--- src/rtl/decoder_3x8_grant.sv ---
// Replays buffered {Y,z} codes as registered one-hot grants with hold/gap timing.
// Optional sticky overflow flag on port ovf when DECODER_OVF_EN is defined.
module decoder_3x8_grant #(
    parameter int HOLD  = 4,
    parameter int GAP   = 1,
    parameter int DEPTH = 4
) (
    input  logic       clk,
    input  logic       reset,
    input  logic [2:0] Y,
    input  logic       z,
`ifdef DECODER_OVF_EN
    output logic       ovf,
`endif
    output logic       ready,
    output logic [7:0] W,
    output logic       busy
);

    localparam int AW = $clog2(DEPTH);
    localparam int HW = (HOLD > 1) ? $clog2(HOLD) : 1;
    localparam int GW = (GAP > 1) ? $clog2(GAP) : 1;

    localparam logic [1:0] ST_IDLE  = 2'd0;
    localparam logic [1:0] ST_GRANT = 2'd1;
    localparam logic [1:0] ST_GAP   = 2'd2;

    logic [2:0]    mem_q [DEPTH];
    logic [AW-1:0] wr_ptr_q, rd_ptr_q;
    logic [AW:0]   count_q, count_d;
    logic [1:0]    state_q, state_d;
    logic [HW-1:0] hcnt_q, hcnt_d;
    logic [GW-1:0] gcnt_q, gcnt_d;
    logic [7:0]    w_q, w_d;
    logic          busy_q, busy_d;
    logic          push, pop;
    logic [2:0]    head;

    assign ready = (count_q != (AW+1)'(DEPTH));
    assign push  = z && ready;
    assign head  = mem_q[rd_ptr_q];
    assign W     = w_q;
    assign busy  = busy_q;

    always_comb begin
        pop     = 1'b0;
        state_d = state_q;
        hcnt_d  = hcnt_q;
        gcnt_d  = gcnt_q;
        w_d     = w_q;
        unique case (state_q)
            ST_IDLE: begin
                w_d = 8'h00;
                if (count_q != '0) begin
                    pop     = 1'b1;
                    w_d     = 8'd1 << head;
                    hcnt_d  = HW'(HOLD - 1);
                    state_d = ST_GRANT;
                end
            end
            ST_GRANT: begin
                if (hcnt_q != '0) begin
                    hcnt_d = hcnt_q - 1'b1;
                end else begin
                    w_d = 8'h00;
                    if (GAP > 0) begin
                        gcnt_d  = GW'(GAP - 1);
                        state_d = ST_GAP;
                    end else if (count_q != '0) begin
                        // zero-gap mode chains grants straight from the FIFO
                        pop    = 1'b1;
                        w_d    = 8'd1 << head;
                        hcnt_d = HW'(HOLD - 1);
                    end else begin
                        state_d = ST_IDLE;
                    end
                end
            end
            ST_GAP: begin
                w_d = 8'h00;
                if (gcnt_q != '0) gcnt_d = gcnt_q - 1'b1;
                else              state_d = ST_IDLE;
            end
            default: begin
                w_d     = 8'h00;
                state_d = ST_IDLE;
            end
        endcase
        count_d = count_q + {{AW{1'b0}}, push} - {{AW{1'b0}}, pop};
        busy_d  = (state_d != ST_IDLE) || (count_d != '0);
    end

    always_ff @(posedge clk) begin
        if (push) mem_q[wr_ptr_q] <= Y;
    end

    always_ff @(posedge clk) begin
        if (reset) begin
            wr_ptr_q <= '0;
            rd_ptr_q <= '0;
            count_q  <= '0;
            state_q  <= ST_IDLE;
            hcnt_q   <= '0;
            gcnt_q   <= '0;
            w_q      <= 8'h00;
            busy_q   <= 1'b0;
        end else begin
            if (push) wr_ptr_q <= wr_ptr_q + 1'b1;
            if (pop)  rd_ptr_q <= rd_ptr_q + 1'b1;
            count_q <= count_d;
            state_q <= state_d;
            hcnt_q  <= hcnt_d;
            gcnt_q  <= gcnt_d;
            w_q     <= w_d;
            busy_q  <= busy_d;
        end
    end

`ifdef DECODER_OVF_EN
    logic ovf_q;
    assign ovf = ovf_q;
    always_ff @(posedge clk) begin
        if (reset)            ovf_q <= 1'b0;
        else if (z && !ready) ovf_q <= 1'b1;
    end
`endif

endmodule

--- config.mk ---
export PLATFORM = sky130hd
export DESIGN_NAME = decoder_3x8_grant
export DESIGN_NICKNAME = d
export VERILOG_FILES = /design/src/rtl/decoder_3x8_grant.sv
export SDC_FILE = /design/constraint.sdc
export NUM_CORES = 1
export LEC_CHECK = 0
export BUFFER_PORTS_ARGS = -buffer_cell sky130_fd_sc_hd__buf_2
export CAP_MARGIN = 10
export CELL_PAD_IN_SITES_DETAIL_PLACEMENT = 0
export CELL_PAD_IN_SITES_GLOBAL_PLACEMENT = 2
export CORE_ASPECT_RATIO = 1.25
export CORE_MARGIN = 5
export CORE_UTILIZATION = 43
export CTS_BUF_LIST = sky130_fd_sc_hd__clkbuf_8
export CTS_CLUSTER_DIAMETER = 200
export DETAILED_ROUTE_END_ITERATION = 10
export GPL_TIMING_DRIVEN = 0
export HOLD_SLACK_MARGIN = 0.15
export PLACE_DENSITY = 0.95
export SLEW_MARGIN = 30
export SYNTH_ARGS = -nofsm -noshare
export SYNTH_HDL_FRONTEND = slang
export SYNTH_SLANG_ARGS = --single-unit
--- constraint.sdc ---
create_clock -name clk -period 4.65 [get_ports clk]
set_clock_uncertainty 0.15 [all_clocks]
set_input_delay 0.93 -clock clk [delete_from_list [all_inputs] [get_ports clk]]
set_output_delay 0.93 -clock clk [all_outputs]
set_load 0.01 [all_outputs]
# Word-level counts from Yosys, hierarchy flattened
# Memory sizes are Yosys's and may differ from the RTL's. A register that Yosys moved wholly into a read port is not among the register bits.
# Cells that the tools add are included.
word_totals:
  register_bits: 21
  ramBits: 12
  inputBits: 6
  out_inout_bits: 10
  memories: 1
classes:
  n_addsub: 6
  eq_ne: 6
  n_shift: 1
  mux: 19
  reduce_logical: 11
mem_list:
  columns: ["name", "depth", "word_bits", "rd", "rd_clocked_by_memory_dff", "write_ports", "line_no", "source"]
  rows:
  - ["mem_q", 4, 3, 1, 1, 1, "28", "logic [2:0] mem_q [DEPTH];"]
ops:
  columns: ["op", "count"]
  rows:
  - ["2-to-1 mux 8 bit", 2]
  - ["case mux 8 bit (2 select lines)", 1]
  - ["2-to-1 mux 2 bit", 7]
  - ["nonzero test 2 bit", 4]
  - ["<< shifter 1 x 3 -> 8 bit, first input constant", 1]
  - ["2-to-1 mux 1 bit", 6]
  - ["!= test 2 bit, second input constant", 3]
  - ["case mux 2 bit (3 select lines)", 1]
  - ["nonzero test 3 bit", 2]
  - ["adder 2 x 1 -> 2 bit, second input constant", 2]
  - ["case mux 2 bit (2 select lines)", 1]
  - ["adder 3 x 1 -> 3 bit", 1]
  - ["!= test 3 bit, second input constant", 1]
  - ["AND reduction 3 bit", 1]
  - ["subtractor 3 x 1 -> 3 bit", 1]
  - ["equality test 2 x 1 -> 1 bit, second input constant", 1]
  - ["equality test 2 bit, second input constant", 1]
  - ["zero test 2 bit", 1]
  - ["case mux 1 bit (2 select lines)", 1]
  - ["AND reduction 2 bit", 1]
  - ["subtractor 2 x 1 -> 2 bit, second input constant", 1]
  - ["logical AND 1 bit", 1]
  - ["logical OR 1 bit", 1]
  - ["subtractor 1 bit, second input constant", 1]

# Longest topological paths before layout
logic_depth:
  depth_word: 6
  mapped_depth: 10

# Least setup slack after synthesis
# Ideal clock, no wire load.
synth_path:
  kind: "input to register"
  startpoint: "in z"
  endpoint: "reg busy_q, in the netlist busy"
  setup_time_ns: 0.133
  t_arrival_ns: 2.461
  t_required_ns: 4.367
  path_slack_ns: 1.907
  path_stages: 9
  path_buffers: 1
  path_cell_list: "buf_1 > nand2_1 > ha_1 > inv_1 > ha_1 > fa_1 > xnor2_1 > xnor2_1 > a31oi_1"
synth_via:
  elab_chain_len: 5
synth_lines:
  columns: ["item", "line_no", "source"]
  rows:
  - ["start: declaration", "11", "input logic z,"]
  - ["logical AND 1 bit", "40", "assign push = z && ready;"]
  - ["adder 3 x 1 -> 3 bit", "89", "count_d = count_q + {{AW{1'b0}}, push} - {{AW{1'b0}}, pop};"]
  - ["subtractor 3 x 1 -> 3 bit", "89", null]
  - ["nonzero test 3 bit", "90", "busy_d = (state_d != ST_IDLE) || (count_d != '0);"]
  - ["logical OR 1 bit", "90", null]
  - ["end signal: assignment", "115", "busy_q <= busy_d;"]
  - ["end: declaration", "35", "logic busy_q, busy_d;"]
# No other way between the ends.
# A chain may end at the register's enable or synchronous reset.

# Worst setup path in the final report
# Ends and elaborated chain as after synthesis.

==> flow_metrics.tcl <==
set metrics [dict create \
    crit_chain "buf_1 > nand2_1 > ha_1 > inv_1 > ha_1 > fa_1 > xnor2_1 > xnor2_1 > a31oi_1" \
    use_met2_pct 18.8 \
    synthCells 129 \
    holdWs_ns 0.299 \
    hold_path.startpoint "W[2]" \
    num-fill-cells 300 \
    n_antenna_cell 0 \
    slew_headroom_pct 57.4 \
    status "completed" \
    fin_crit_sh_pct 55.9 \
    cts_tree "built" \
    initial_utilization_pct 45.3 \
    critPathMaxFanout 9 \
    synth_warnings 0 \
    synth_xor_area_share_pct 1.19 \
    drt_wl_total_um 2260 \
    final_common_cell "dfxtp_1" \
    crit_slowest_cell "fa_1" \
    p_per_area_nw_per_um2 574 \
    max_stage_delay_ns 0.38 \
    worstSetupStartpointType "input pin" \
    avgViaCountPerCell 5.09 \
    ctsHtreeMaxLevel 2 \
    use_met1_pct 10.8 \
    yosysSeqAreaShare_pct 54.3 \
    setup_viol 0 \
    num_io_pins 16 \
    yosys.area_share.adder_pct 7.30 \
    synth_top_family_by_area "simple AND/OR/NAND/NOR gates" \
    synthesis.nets 143 \
    worstPathRequired_ns 4.65 \
    cp-end-kind "flop" \
    max_freq_ghz 0.385 \
    grt_max_degree 12 \
    r2r-end "busy" \
    synthSimpleGateAreaFrac_pct 15.5 \
    max_cap_violations 0 \
    clock-sinks 34 \
    synthMuxAreaShare_pct 7.64 \
    ys_types 37 \
    critical_path_class "input pin to flop" \
    utilization_pct 51.5 \
    netlist_area_sq_um 1470 \
    num_rows 23 \
    min_to "W[2]" \
    rrSetupSlack_ns 2.10 \
    r2r-start "count_q[1]" \
    cts_root_buf "clkbuf_8" \
    ctsLongestPathBuffers 2 \
    busiest_layer "met2" \
    gr-usage-met3_pct 4.87 \
    synth_compound_area_share_pct 9.51 \
    rsz0062_at_grt "no" \
    core_area_sq_um 3250 \
    vias 956 \
    cts-resized-gates 0 \
    ir_worst_vdd_v 0.000414 \
    die_y_um 75.5 \
    grt_overflow 0 \
    cp.arrival_ns 2.60 \
    final_hold_viol_count 0 \
    area_delta_synth_final_pct 13.7 \
    avgSynthCellArea_sq_um 11.4 \
    ys.flop_type "dfxtp_1" \
    p_leak_uw 0.000672 \
    gp_congestion 0.742 \
    grt_pass1_vias 932 \
    worst_slack_ns 2.05 \
    drtIter0Drc 18 \
    post_cts_buffers 0 \
    dp_hpwl_um 1760 \
    port_buffers 14 \
    routedWlPerCell_um 12.0 \
    drive_above_1_share_pct 19.9 \
    drc 0 \
    grt_util_all_layers_pct 10.5 \
    die-area_sq_um 4710 \
    worstHoldPathCells 2 \
    antenna_found_initial 0 \
    async_reset_ff_share_pct 0 \
    fin_tns_setup_ns 0 \
    cts_hold_buf 0 \
    layout_common_cells "22 x dfxtp_1, 16 x buf_2, 14 x nand2_1" \
    drtPass1Iterations 4 \
    synth-edff-count 12 \
    cts_made_buffers 5 \
    place_ws_ns 1.75 \
    layout.nets 164 \
    clk_latency_ns 0.28 \
    grt_pass1_wl_um 3880 \
    ant_nets 0 \
    clkTransAtPathRegs_ns 0.07 \
    die_w_um 62.4 \
    period_minus_slack_ns 2.60 \
    ys_ff_latch 34 \
    slew_violations 0 \
    reg2regPathDepth 10 \
    hold_class "flop to flop" \
    worstMarginPinSlew_ns 0.638 \
]
==> cells by family after synthesis <==
group                      Yosys count
and+or+nand+nor                     42
DFF                                 34
AOI/OAI and AO/OA                   21
buffers and inverters               15
adders and majority gates            8
muxes                                7
xor gates and xnor gates             2
==> worst max path at each step <==
stage | from | endpoint | slack [ns] | depth (start not counted)
2_1_floorplan | z | busy | 1.91 | 9
3_3_place_gp | z | busy | 1.79 | 9
3_5_place_dp | z | busy | 1.75 | 9
4_1_cts | z | busy | 2.05 | 9
5_1_grt | z | busy | 1.88 | 9
6_report | z | busy | 2.05 | 9
==> routing by layer <==
layer / wire [um] / vias to the layer above / part of all wire (%)
met5: 0 / - / 0
met4: 27 / 0 / 1.2
met3: 156 / 3 / 6.9
met2: 1120 / 21 / 50
met1: 954 / 436 / 42
li1: - / 496 / -
==> registers in the layout, summed over array words and instances, names as in the netlist, named ones only <==
register,flops
state_q,2
W,8
rd_ptr_q,2
busy,1
wr_ptr_q,2
hcnt_q,2
mem_q,12
count_q,3
==> per-stage QoR <==
| stage | cell area, sq um | instances | power (uW) |
|---|---|---|---|
| after floorplan | 1470 | 129 | 686 |
| after global placement | 1590 | 180 | 755 |
| after detailed placement | 1590 | 180 | 764 |
| after CTS | 1680 | 188 | 974 |
| after global routing | 1680 | 188 | 1040 |
| final | 1680 | 188 | 962 |
==> where the power goes <==
group	switching (uW)	total [uW]	leakage [uW]	internal, uW
Combinational	187	349	0.000340	162
Sequential	35.8	407	0.000290	371
Clock	104	206	0.0000416	102
==> final cells by class <==
cell class                      count  area (sq um)  share of cell area, %
Tap cell                           37          46.3                   2.76
Clock buffer                        5          68.8                   4.11
Timing Repair Buffer               14          70.1                   4.18
Multi-Input combinational cell     80           607                   36.2
Clock inverter                      3          16.3                  0.971
Sequential cell                    34           801                   47.8
Buffer                              6          32.5                   1.94
Inverter                            9          33.8                   2.02
==> cell usage after synthesis (3+ instances only) <==
cell type   n  share of area (%)
inv_1       9                2.3
mux2i_1     3                2.0
ha_1        7                5.9
dfxtp_1    22                 30
a21oi_1     6                2.0
and3_1      4                1.7
nand2_1    14                3.6
nor2_1      4                1.0
nor2b_1     3                1.3
edfxtp_1   12                 24
o31ai_1     9                4.6
nand3_1     3                1.0
==> critical path: cells and delay by family <==
| kind | cells | cell delay, ns |
|---|---|---|
| AO/OA/AOI/OAI | 1 | 0.11 |
| buffers and inverters | 2 | 0.29 |
| XOR/XNOR | 2 | 0.33 |
| AND/OR/NAND/NOR | 1 | 0.10 |
| adder cells (fa/ha/maj) | 3 | 0.86 |
Power figures use the tool's default switching activity.
